==> src/rtl/mem_bist_ctrl.sv <==
// March-style BIST initiator for a single-port synchronous memory: write P, read/compare P,
// write ~P, read/compare ~P, then report pass, error count and the first failing location.
module mem_bist_ctrl #(
   parameter int                    MEM_DEPTH  = 32,
   parameter int                    DATA_WIDTH = 32,
   parameter int                    ADDR_WIDTH = 5,
   parameter logic [DATA_WIDTH-1:0] SEED       = 32'hA5A5A5A5,
   parameter int                    ERR_WIDTH  = 8
) (
   input  logic                  clk,
   input  logic                  rst,
   input  logic                  start,
   output logic                  mem_we,
   output logic [DATA_WIDTH-1:0] mem_din,
   output logic [ADDR_WIDTH-1:0] mem_addr,
   input  logic [DATA_WIDTH-1:0] mem_rdata,
   output logic                  busy,
   output logic                  done,
   output logic                  pass,
   output logic [ERR_WIDTH-1:0]  err_count,
   output logic                  fail_valid,
   output logic [ADDR_WIDTH-1:0] fail_addr,
   output logic [DATA_WIDTH-1:0] fail_data
);

   typedef enum logic [2:0] {IDLE, WR0, RD0, WR1, RD1, DONE} state_t;

   localparam logic [ADDR_WIDTH-1:0] LAST = ADDR_WIDTH'(MEM_DEPTH - 1);

   state_t                state, state_n;
   logic [ADDR_WIDTH-1:0] addr, addr_n;
   logic                  drain, drain_n;
   logic                  wr_n, act_n;
   logic                  cmp_vld;
   logic [ADDR_WIDTH-1:0] cmp_addr;
   logic [DATA_WIDTH-1:0] cmp_exp;
   logic                  mismatch;
   logic [ERR_WIDTH-1:0]  err_n;

   function automatic logic [DATA_WIDTH-1:0] pat(input logic [ADDR_WIDTH-1:0] a);
      return SEED ^ DATA_WIDTH'(a);
   endfunction

   // drain is the extra read-phase cycle that retires the last compare without a new issue
   always_comb begin
      state_n = state;
      addr_n  = addr;
      drain_n = drain;
      case (state)
         IDLE: if (start) begin
            state_n = WR0;
            addr_n  = '0;
         end
         WR0, WR1: if (addr == LAST) begin
            state_n = (state == WR0) ? RD0 : RD1;
            addr_n  = '0;
         end else begin
            addr_n = addr + 1'b1;
         end
         RD0, RD1: if (drain) begin
            state_n = (state == RD0) ? WR1 : DONE;
            addr_n  = '0;
            drain_n = 1'b0;
         end else if (addr == LAST) begin
            drain_n = 1'b1;
         end else begin
            addr_n = addr + 1'b1;
         end
         DONE:    state_n = IDLE;
         default: state_n = IDLE;
      endcase
   end

   assign wr_n     = (state_n == WR0) || (state_n == WR1);
   assign act_n    = wr_n || (state_n == RD0) || (state_n == RD1);
   assign mismatch = cmp_vld && (mem_rdata != cmp_exp);
   assign err_n    = (mismatch && !(&err_count)) ? err_count + 1'b1 : err_count;

   // Port outputs are registered from next-state values so they line up with the phase they belong to.
   always_ff @(posedge clk) begin
      if (rst) begin
         state      <= IDLE;
         addr       <= '0;
         drain      <= 1'b0;
         mem_we     <= 1'b0;
         mem_din    <= '0;
         mem_addr   <= '0;
         busy       <= 1'b0;
         done       <= 1'b0;
         cmp_vld    <= 1'b0;
         cmp_addr   <= '0;
         cmp_exp    <= '0;
         pass       <= 1'b0;
         err_count  <= '0;
         fail_valid <= 1'b0;
         fail_addr  <= '0;
         fail_data  <= '0;
      end else begin
         state    <= state_n;
         addr     <= addr_n;
         drain    <= drain_n;
         mem_we   <= wr_n;
         mem_addr <= act_n ? addr_n : '0;
         mem_din  <= (state_n == WR0) ? pat(addr_n) :
                     (state_n == WR1) ? ~pat(addr_n) : '0;
         busy     <= act_n;
         done     <= (state_n == DONE);
         // expected value for the address issued this cycle, compared when its read data returns
         cmp_vld  <= ((state == RD0) || (state == RD1)) && !drain;
         cmp_addr <= addr;
         cmp_exp  <= (state == RD1) ? ~pat(addr) : pat(addr);
         if (state == IDLE && start) begin
            pass       <= 1'b0;
            err_count  <= '0;
            fail_valid <= 1'b0;
            fail_addr  <= '0;
            fail_data  <= '0;
         end else begin
            err_count <= err_n;
            if (mismatch && !fail_valid) begin
               fail_valid <= 1'b1;
               fail_addr  <= cmp_addr;
               fail_data  <= mem_rdata;
            end
            if (state_n == DONE) pass <= (err_n == '0);
         end
      end
   end

endmodule

==> config.mk <==
export PLATFORM = sky130hd
export DESIGN_NAME = mem_bist_ctrl
export DESIGN_NICKNAME = d
export VERILOG_FILES = /design/src/rtl/mem_bist_ctrl.sv
export SDC_FILE = /design/constraint.sdc
export NUM_CORES = 1
export LEC_CHECK = 0
export BUFFER_PORTS_ARGS = -buffer_cell sky130_fd_sc_hd__buf_4
export CORE_ASPECT_RATIO = 1.25
export CORE_MARGIN = 3
export CORE_UTILIZATION = 33
export DETAILED_ROUTE_END_ITERATION = 10
export PLACE_DENSITY_LB_ADDON = 0.2
export SETUP_SLACK_MARGIN = 0.15
export SLEW_MARGIN = 0
export SYNTH_ARGS = -nofsm -noshare
export SYNTH_HDL_FRONTEND = slang
export SYNTH_SLANG_ARGS = --single-unit
==> constraint.sdc <==
create_clock -name clk -period 2.1 [get_ports clk]
set_input_delay 0.105 -clock clk [delete_from_list [all_inputs] [get_ports clk]]
set_output_delay 0.105 -clock clk [all_outputs]
set_load 0.02 [all_outputs]
== Word level (Yosys, flattened, before mapping) ==
Index checks and enable logic that the tools add are counted.
W data, S select, Z words.

* Register bits after elaboration: 134
* Word-level logic and storage cells: 76
* Output and inout port bits: 87
* Input port bits: 35

* Equal/unequal tests: 11
* Add/sub/neg operators: 2
* Reduce and logical (&&, ||, !) cells: 21
* Bitwise operators: 7
* Muxes and demuxes: 17

{| class="wikitable"
|+ Operators by type and width
! cell !! number
|-
| $mux W32 || 3
|-
| $not A32 Y32 || 2
|-
| $ne A32 B32 Y1 || 1
|-
| $not A2 Y16 || 2
|-
| $mux W5 || 4
|-
| $mux W3 || 5
|-
| $pmux W5 S3 || 1
|-
| $eq A3 B2 Y1 const B || 4
|-
| $reduce_or A2 Y1 || 5
|-
| $eq A3 B3 Y1 const B || 3
|-
| $pmux W3 S3 || 1
|-
| $add A8 B1 Y8 const B || 1
|-
| $logic_not A8 Y1 || 1
|-
| $mux W8 || 1
|-
| $reduce_and A8 Y1 || 1
|-
| $eq A3 B1 Y1 const B || 2
|-
| $add A5 B1 Y5 const B || 1
|-
| $eq A5 B5 Y1 const B || 1
|-
| $logic_and A1 B1 Y1 || 5
|-
| $logic_or A1 B1 Y1 || 4
|-
| $logic_not A1 Y1 || 3
|-
| $logic_not A3 Y1 || 1
|-
| $not A1 Y1 || 3
|-
| $reduce_or A3 Y1 || 1
|-
| $mux W1 || 2
|}

== Longest topological paths before layout ==
Gate-level depths: netlist of the first run.

* Depth in word-level cells: 10
* Mapped depth: 10
* Mapped depth without buffers: 9

== Worst setup path before layout of the first run ==
OpenSTA, ideal clock, no wires.

* Path type: reg-to-reg
* Start: register err_count[0]
* End: register pass
* Arrival: 2,133 ps
* Clock period less this slack: 2,220 ps
* Stages on the path, launching flop included: 7
* Data required time: 2,013 ps
* Path slack: -120 ps
* Library setup time: 87 ps
* Buffers on the path: 0
* Path through: dfxtp_1 ha_1 nand2_1 or3_1 or4_1 a211o_1 o31ai_1

* Longest elaborated chain between the ends: 5
* Elaborated cells between the ends (all ways): 6
* Classes of those cells: add/sub: 1; mux: 1; reduce/logical: 4

{| class="wikitable"
|+ Ends and longest elaborated chain
! item !! RTL line !! RTL
|-
| start: declaration || 20 || <nowiki>output logic [ERR_WIDTH-1:0] err_count,</nowiki>
|-
| start signal: assignment || 119 || <nowiki>err_count <= err_n;</nowiki>
|-
| parallel branches: the longest is 3 deep, another holds $add A8 B1 Y8 || n/a ||
|-
| $mux W8 * || 77 || <nowiki>assign err_n = (mismatch && !(&err_count)) ? err_count + 1'b1 : err_count;</nowiki>
|-
| $logic_not A8 Y1 * || 125 || <nowiki>if (state_n == DONE) pass <= (err_n == '0);</nowiki>
|-
| end signal: assignment || 125 ||
|-
| end: declaration || 19 || <nowiki>output logic pass,</nowiki>
|}

Every way passes the cells marked *.
A chain may end at the register's enable or synchronous reset.

== Worst setup path after layout of the first run ==
* Start: register cmp_exp[29]
* End: register pass

* Longest elaborated chain between the ends: 5

{| class="wikitable"
|+ Ends and longest elaborated chain
! item !! RTL line !! RTL
|-
| start: declaration || 36 || <nowiki>logic [DATA_WIDTH-1:0] cmp_exp;</nowiki>
|-
| start signal: assignment || 111 || <nowiki>cmp_exp <= (state == RD1) ? ~pat(addr) : pat(addr);</nowiki>
|-
| $ne A32 B32 Y1 || 76 || <nowiki>assign mismatch = cmp_vld && (mem_rdata != cmp_exp);</nowiki>
|-
| $logic_and A1 B1 Y1 || 76 ||
|-
| $logic_and A1 B1 Y1 || 77 ||
|-
| $mux W8 || 77 ||
|-
| $logic_not A8 Y1 || 125 ||
|}

No other way between the ends.

==> qor.log, run 1 <==
qor: critical_path.timing.critical_path.to_type flip-flop
qor: timing.max_freq 478.6 MHz
qor: timing.finalHoldWorstSlack 23.76 ps
qor: placement.placer_congestion 0.8519
qor: clock_tree.ctsHtreeMaxLevel 3
qor: power_and_ir_drop.total_switching_power 875.3 uW
qor: yosys.synth-edff-count 0
qor: power_and_ir_drop.ir_drop 0.0003485 V
qor: layout.design.final.nets 619
qor: power_and_ir_drop.power_frac_clock 0.453
qor: critical_path.worst_path_class_setup reg2reg
qor: global_routing.grt_antenna_before_repair 0
qor: yosys.asyncSetResetFlopFracSynth 0
qor: timing.report.final.setup_viol 0
qor: power_and_ir_drop.static-leakage-power 0.002275 uW
qor: clock_tree.cts.clk_slew.worst_paths 70 ps
qor: layout.layout-drive-gt1-share 0.4092
qor: yosys.synth_cell_types 45
qor: timing.fin_crit 2089 ps
qor: yosys.netlist_area 3651 sq um
qor: power_and_ir_drop.switching_share_of_power 0.2432
qor: floorplanning.design.core.area 10720 sq um
qor: drt.drt_drc_violations_left 0
qor: yosys.combinational_family_with_the_most_area_after_synthesis simple AND/OR/NAND/NOR gates
qor: yosys.yosys_warnings 0
qor: drt.routedWlPerCell 13.66 um
qor: timing.final_max_slew_viol_count 0
qor: critical_path.slack_of_the_worst_reg_to_reg_path 10 ps
qor: yosys.synth.yosys.seq_area_share 0.4606
qor: power_and_ir_drop.p_seq_frac 0.452
qor: clock_tree.ctsLongestPathBuffers 2
qor: status.status finished, final reports clean
qor: placement.place.detailed.hpwl 6932 um
qor: yosys.post_synth.cell_area_avg 8.412 sq um
qor: layout.area_delta_synth_final 48.01%
qor: clock_tree.cts_tree built
qor: yosys.yosysTopAreaCellShare 0.4606
qor: worst_hold_path.worstHoldEndpoint fail_data[30]
qor: critical_path.cells_on_worst_reg2reg_path 8
qor: layout.antenna-diode-count 0
qor: floorplanning.die_height 123.6 um
qor: yosys.synthSimpleGateAreaFrac 0.2334
qor: drt.vias_per_cell 4.700
qor: power_and_ir_drop.intPower 2724 uW
qor: yosys.post_synth_main_area_contributors sky130_fd_sc_hd__dfxtp_1 46%, sky130_fd_sc_hd__nand2_1 8.7%, sky130_fd_sc_hd__a21oi_1 6.9%
qor: power_and_ir_drop.comb_power_share 0.095
qor: power_and_ir_drop.power_per_cell_area 666.0 nW/um^2
qor: timing.final-hold-violation-count 0
qor: yosys.synth_xor_xnor_area_share 0.04798
qor: drt.drtPass1Iterations 4
qor: clock_tree.clock-sinks 84
qor: global_routing.overflow 0
qor: critical_path.worst_r2r_endpoint pass
qor: floorplanning.floorplan.rows 42
qor: clock_tree.postCtsHoldBufs 0
qor: global_routing.global_route_wire_length_before_repair 15190 um
qor: drt.total_vias_in_the_final_route 3365
qor: yosys.synth.mux.area_fraction 0.02536
qor: timing.slew-limit-headroom 0.7009
qor: job.max-cap-violations 0
qor: drt.dr.first_iter.drc_count 107
qor: timing.rsz0062_at_grt true
qor: critical_path.cp.arrival 2350 ps
qor: critical_path.worst_ep_required_time 2360 ps
qor: floorplanning.floorplan.initialDensity 0.3406
qor: critical_path.worstPathMaxFanout 5
qor: drt.ant_nets 0
qor: yosys.ys_dominant_reg_cell sky130_fd_sc_hd__dfxtp_1
qor: floorplanning.fp.dieW 100.1 um
qor: worst_hold_path.hold_start mem_rdata[30]
qor: yosys.post_synth_inst_count 434
qor: critical_path.r2r_start cmp_exp[29]
qor: critical_path.start_kind flip-flop
qor: timing.fin_tns_setup 0 ps
qor: timing.timing.final.crit_share 0.9950
qor: yosys.number_of_nets_produced_by_synthesis 474
qor: yosys.synth_compound_gate_area_share 0.1199
qor: clock_tree.clock-root-buffer sky130_fd_sc_hd__clkbuf_16
qor: floorplanning.die_area 12370 sq um
qor: timing.final.setup_skew 11.40 ps
qor: global_routing.grt_start_max_net_pins 47
qor: worst_hold_path.timing.hold.worst_path_depth 3
qor: drt.postRouteWirelength 9782 um
qor: yosys.synth-seq-cells 84
qor: floorplanning.pin_count 122
qor: clock_tree.insertion_delay 340 ps
qor: clock_tree.cts_made_buffers 9
qor: global_routing.first_global_vias 3220
qor: timing.tightestPinTransition 447.0 ps
qor: yosys.yosysTopAreaCell sky130_fd_sc_hd__dfxtp_1
qor: yosys.synth_fa_ha_area_frac 0.02022
qor: worst_hold_path.worst_hold_path_type in2reg
qor: placement.buffer_ports.inserted 121
qor: global_routing.gr-usage-all-layers 0.1544
## power by group through the flow
stage,Clock [uW],Sequential [uW],Combinational [uW]
6_report,1630,1630,343
3_5_place_dp,0,1660,327
2_1_floorplan,0,1670,153
4_1_cts,1670,1630,340
5_1_grt,1730,1630,370
3_3_place_gp,0,1660,326
## state kept, by name, indices dropped and copies added (netlist names)
| name | cells |
|---|---|
| cmp_vld | 1 |
| err_count | 8 |
| done | 1 |
| pass | 1 |
| fail_addr | 5 |
| cmp_exp | 7 |
| fail_data | 32 |
| mem_din | 7 |
| addr | 5 |
| fail_valid | 1 |
| mem_we | 1 |
| mem_addr | 5 |
| cmp_addr | 5 |
| drain | 1 |
| state | 3 |
| busy | 1 |
## worst max-delay path by stage
stage                  start         end  slack, ps
2_1_floorplan       state[1]  mem_din[2]         30
3_3_place_gp   mem_rdata[24]        pass       -100
3_5_place_dp   mem_rdata[24]        pass       -160
4_1_cts          cmp_exp[29]        pass         60
5_1_grt          cmp_exp[29]        pass        -90
6_report         cmp_exp[29]        pass         10
## worst max-delay path, cell delays in order, from the launching register on
cell                      delay [ps]
sky130_fd_sc_hd__dfxtp_4         380
sky130_fd_sc_hd__xor2_1          200
sky130_fd_sc_hd__nor4_2           60
sky130_fd_sc_hd__buf_4           140
sky130_fd_sc_hd__nand4_1         120
sky130_fd_sc_hd__o21ai_2         120
sky130_fd_sc_hd__or4_4           490
sky130_fd_sc_hd__a211o_1         310
sky130_fd_sc_hd__o31ai_2         180
## area by class of cell
| cell class | count | area, sq um |
|---|---|---|
| multi-input combinational | 290 | 1753 |
| sequential | 84 | 1698 |
| timing repair buffer | 180 | 1423 |
| clock inverter | 7 | 85.08 |
| fill | 1039 | 5316 |
| clock buffer | 9 | 225.2 |
| tap | 132 | 165.2 |
| inverter | 14 | 55.05 |
## cell usage after synthesis (3+ instances only)
cell type,number
sky130_fd_sc_hd__nand4_1,9
sky130_fd_sc_hd__dfxtp_1,84
sky130_fd_sc_hd__mux2i_1,7
sky130_fd_sc_hd__xor2_1,9
sky130_fd_sc_hd__nor2_1,37
sky130_fd_sc_hd__nor4_1,5
sky130_fd_sc_hd__nand2_1,85
sky130_fd_sc_hd__nand2b_1,4
sky130_fd_sc_hd__or3_1,4
sky130_fd_sc_hd__o21ai_0,4
sky130_fd_sc_hd__nor2b_1,6
sky130_fd_sc_hd__a211o_1,3
sky130_fd_sc_hd__or4_1,7
sky130_fd_sc_hd__nor3_1,5
sky130_fd_sc_hd__a21oi_1,50
sky130_fd_sc_hd__buf_4,26
sky130_fd_sc_hd__xnor2_1,11
sky130_fd_sc_hd__inv_1,14
sky130_fd_sc_hd__ha_1,5
sky130_fd_sc_hd__buf_2,6
sky130_fd_sc_hd__clkbuf_1,13
sky130_fd_sc_hd__nand3_1,4
sky130_fd_sc_hd__or2_2,5
## placed cells by master, fill, tap and decap left out, types with 6 or more instances in the layout
| cell type | netlist | layout |
|---|---|---|
| sky130_fd_sc_hd__dfxtp_2 | 0 | 7 |
| sky130_fd_sc_hd__clkbuf_16 | 0 | 10 |
| sky130_fd_sc_hd__nand2_1 | 85 | 85 |
| sky130_fd_sc_hd__xor2_1 | 9 | 8 |
| sky130_fd_sc_hd__nand4_1 | 9 | 9 |
| sky130_fd_sc_hd__dfxtp_1 | 84 | 75 |
| sky130_fd_sc_hd__xnor2_1 | 11 | 11 |
| sky130_fd_sc_hd__inv_1 | 14 | 13 |
| sky130_fd_sc_hd__buf_4 | 26 | 174 |
| sky130_fd_sc_hd__or4_1 | 7 | 6 |
| sky130_fd_sc_hd__mux2i_1 | 7 | 7 |
| sky130_fd_sc_hd__nor2_1 | 37 | 33 |
| sky130_fd_sc_hd__a21oi_1 | 50 | 50 |
## per-layer routing
layer	global-route usage	up-vias	wire, um
li1	-	1723	-
met1	0.1868	1522	4197
met2	0.2642	107	4751
met3	0.03025	13	670
met4	0.07161	0	162
met5	0	-	0
## kinds of logic after synthesis
| logic type | after synthesis |
|---|---|
| simple gates | 182 |
| flops | 84 |
| compound gates | 73 |
| buf+inv | 60 |
| xor+xnor | 20 |
| mux | 9 |
| fa+ha+maj | 6 |
## what timing repair did
action | CTS | global route
pin swaps | 9 | 6
gates resized for setup | 19 | 10
setup buffers | 1 | 2
gates cloned | 0 | 1
setup endpoints to repair | 49 | 52
## stage by stage
step / setup slack (ps) / power [uW] / cell area (sq um) / utilization / std cells
final: 10.57 / 3599 / 5404 / 0.5041 / 716
after global routing: -89.23 / 3731 / 5404 / 0.5041 / 716
after CTS: 57.89 / 3635 / 5323 / 0.4965 / 713
after detailed placement: -160.0 / 1989 / 4932 / 0.4601 / 696
after floorplan: 33.18 / 1825 / 3679 / - / 434
after global placement: -97.45 / 1987 / 4932 / 0.4601 / 696
Note: power is estimated with default switching activity, not from simulation.
==> run 2: changes to the inputs <==
--- a/config.mk
+++ b/config.mk
@@ -10,7 +10,7 @@
 export CORE_MARGIN = 3
 export CORE_UTILIZATION = 33
 export DETAILED_ROUTE_END_ITERATION = 10
-export PLACE_DENSITY_LB_ADDON = 0.2
+export HOLD_SLACK_MARGIN = 0.06
 export SETUP_SLACK_MARGIN = 0.15
 export SLEW_MARGIN = 0
 export SYNTH_ARGS = -nofsm -noshare
==> run 2 against run 1 <==
Net effect: the flow now finishes with violations (setup timing); critical path depth unchanged; final cell count increased by 3.2%; worst setup slack got worse by 13 ps; flip-flop and latch count unchanged; first-iteration DRC count decreased by 2.8%; die area unchanged; sequential share of layout area decreased by 1.7 points; hold slack improved by 73 ps; clock-buffer cell count increased by 1; core utilization increased by 2.9 points; wire length increased by 6.1%; combinational power increased by 11%; highest routed layer unchanged.
==> qor.log, run 2 (synthesis results as in run 1) <==
qor: power_and_ir_drop.intPower 2627 uW
qor: clock_tree.ctsHtreeMaxLevel 3
qor: global_routing.gr-usage-all-layers 0.1575
qor: global_routing.overflow 0
qor: placement.buffer_ports.inserted 121
qor: power_and_ir_drop.p_seq_frac 0.465
qor: timing.final.setup_skew 5.543 ps
qor: global_routing.first_global_vias 3438
qor: clock_tree.clock-sinks 84
qor: timing.tightestPinTransition 475.7 ps
qor: layout.layout_top_registers fail_data x32, err_count x8
qor: timing.slew-limit-headroom 0.6811
qor: placement.place.detailed.hpwl 6884 um
qor: layout.largest-register fail_data
qor: layout.layout-drive-gt1-share 0.4366
qor: layout.post_route_cell_area 5712 sq um
qor: timing.fin_crit 2103 ps
qor: floorplanning.design.core.area 10720 sq um
qor: global_routing.global_route_wire_length_before_repair 15560 um
qor: critical_path.worst-path-buf-inv 1
qor: floorplanning.floorplan.rows 42
qor: drt.drt_drc_violations_left 0
qor: floorplanning.floorplan.initialDensity 0.3406
qor: power_and_ir_drop.switching_share_of_power 0.2488
qor: critical_path.crit_path_cell_trace xor2_1 > nor4_1 > buf_4 > nand4_1 > o21ai_2 > mux2_4 > a211o_1 > o31ai_2
qor: critical_path.start_kind flip-flop
qor: timing.rsz0062_at_grt true
qor: drt.vias_per_cell 4.874
qor: layout.largest_register_ff_count 32
qor: critical_path.worstPathMaxFanout 2
qor: power_and_ir_drop.power_per_cell_area 612.3 nW/um^2
qor: layout.layout_common_cells 178 x sky130_fd_sc_hd__buf_4, 84 x sky130_fd_sc_hd__nand2_1, 76 x sky130_fd_sc_hd__dfxtp_1
qor: placement.placed_cells_incl_taps 699
qor: power_and_ir_drop.power_frac_clock 0.426
qor: layout.final_cell_count_no_fill 739
qor: drt.drtPass1Iterations 4
qor: drt.routedWlPerCell 14.05 um
qor: critical_path.cp_top_family compound AO/OA/AOI/OAI gates
qor: floorplanning.pin_count 122
qor: clock_tree.cts_made_buffers 9
qor: critical_path.timing.critical_path.to_type flip-flop
qor: critical_path.worst_path_class_setup reg2reg
qor: floorplanning.die_area 12370 sq um
qor: drt.total_vias_in_the_final_route 3602
qor: critical_path.critical_path.slowest_cell sky130_fd_sc_hd__mux2_4
qor: status.failed_checks setup timing
qor: timing.post-route-worst-setup-slack -2.849 ps
qor: clock_tree.cts_tree built
qor: timing.timing.final.crit_share 1.001
qor: floorplanning.fp.dieW 100.1 um
qor: layout.area_delta_synth_final 56.44%
qor: layout.design.final.nets 642
qor: critical_path.cp.arrival 2360 ps
qor: drt.dr.first_iter.drc_count 104
qor: job.max-cap-violations 0
qor: power_and_ir_drop.static-leakage-power 0.002394 uW
qor: status.status complete, but fails checks
qor: power_and_ir_drop.comb_power_share 0.109
qor: clock_tree.cts.clk_slew.worst_paths 60 ps
qor: critical_path.max_stage_delay 320 ps
qor: timing.final-hold-violation-count 0
qor: placement.place_area 4942 sq um
qor: timing.report.final.setup_viol 1
qor: worst_hold_path.worst_hold_path_type in2reg
qor: floorplanning.die_height 123.6 um
qor: global_routing.grt_antenna_before_repair 0
qor: clock_tree.insertion_delay 340 ps
qor: layout.antenna-diode-count 0
qor: clock_tree.clock-root-buffer sky130_fd_sc_hd__clkbuf_16
qor: placement.placer_congestion 0.8433
qor: power_and_ir_drop.ir_drop 0.0003332 V
qor: global_routing.grt_start_max_net_pins 47
qor: drt.postRouteWirelength 10380 um
qor: power_and_ir_drop.total_switching_power 870.0 uW
qor: timing.max_freq 475.5 MHz
qor: layout.layout.cells.most_common sky130_fd_sc_hd__buf_4
qor: clock_tree.ctsLongestPathBuffers 2
qor: drt.ant_nets 0
qor: timing.final_max_slew_viol_count 0
qor: critical_path.worst_ep_required_time 2350 ps
-- run 2: cell count changes in the layout (fill, tap and decap cells not counted), sizes merged --
cell | previous run | this run
clkinvlp | 1 | 0
dlygate4sd3 | 0 | 15
clkbuf | 10 | 12
inv | 16 | 17
buf | 179 | 186
bufinv | 1 | 0
-- run 2: timing repair --
item | CTS | global route
cloned | 0 | 4
hold buffers | 15 | 0
pin swaps | 12 | 21
endpoints found under the hold margin | 15 | 0
setup endpoints to repair | 50 | 53
buffers inserted | 2 | 3
resized for setup | 23 | 34
-- run 2: final cells by class --
class,count,area [sq um]
flip-flops and latches,84,1697
clock inverters,6,47.55
well taps,132,165.2
clock buffers,10,229.0
inverters,14,55.05
repair buffers,203,1653
fillers,976,5009
multi-input cells,290,1866
-- run 2: power groups by stage --
stage | registers, uW | logic, uW | clock network, uW
floorplan | 1670 | 153 | 0
finish | 1620 | 381 | 1490
detailed placement | 1660 | 328 | 0
CTS | 1620 | 368 | 1540
global placement | 1660 | 326 | 0
global route | 1630 | 411 | 1590
-- run 2: final timing paths --
kind	from	end	slack, ps	cells past startpoint
setup reg to reg	cmp_exp[1]	pass	-3	8
hold reg to reg	cmp_addr[3]	fail_addr[3]	440	2
hold / removal	rst	cmp_addr[0]	100	2
setup / recovery	cmp_exp[1]	pass	-3	8
-- run 2: metal layers --
metal | track usage | wire length [um] | share of wire | up-vias
met3 | 0.04146 | 770 | 0.074 | 21
met1 | 0.1870 | 4280 | 0.41 | 1662
met4 | 0.08256 | 305 | 0.029 | 0
li1 | - | - | - | 1775
met2 | 0.2613 | 5024 | 0.48 | 144
met5 | 0 | 0 | 0 | -
-- run 2: through the flow --
step,setup TNS [ps],setup slack (ps),total power (uW),utilization,hold WS [ps]
2_1_floorplan,0,33.18,1825,-,186.2
3_3_place_gp,-3208,-136.7,1986,0.4610,369.7
3_5_place_dp,-4288,-156.6,1988,0.4610,377.7
4_1_cts,-53.69,-41.62,3528,0.5119,84.15
5_1_grt,-2426,-106.6,3626,0.5328,99.53
6_report,-2.849,-2.849,3497,0.5328,96.65
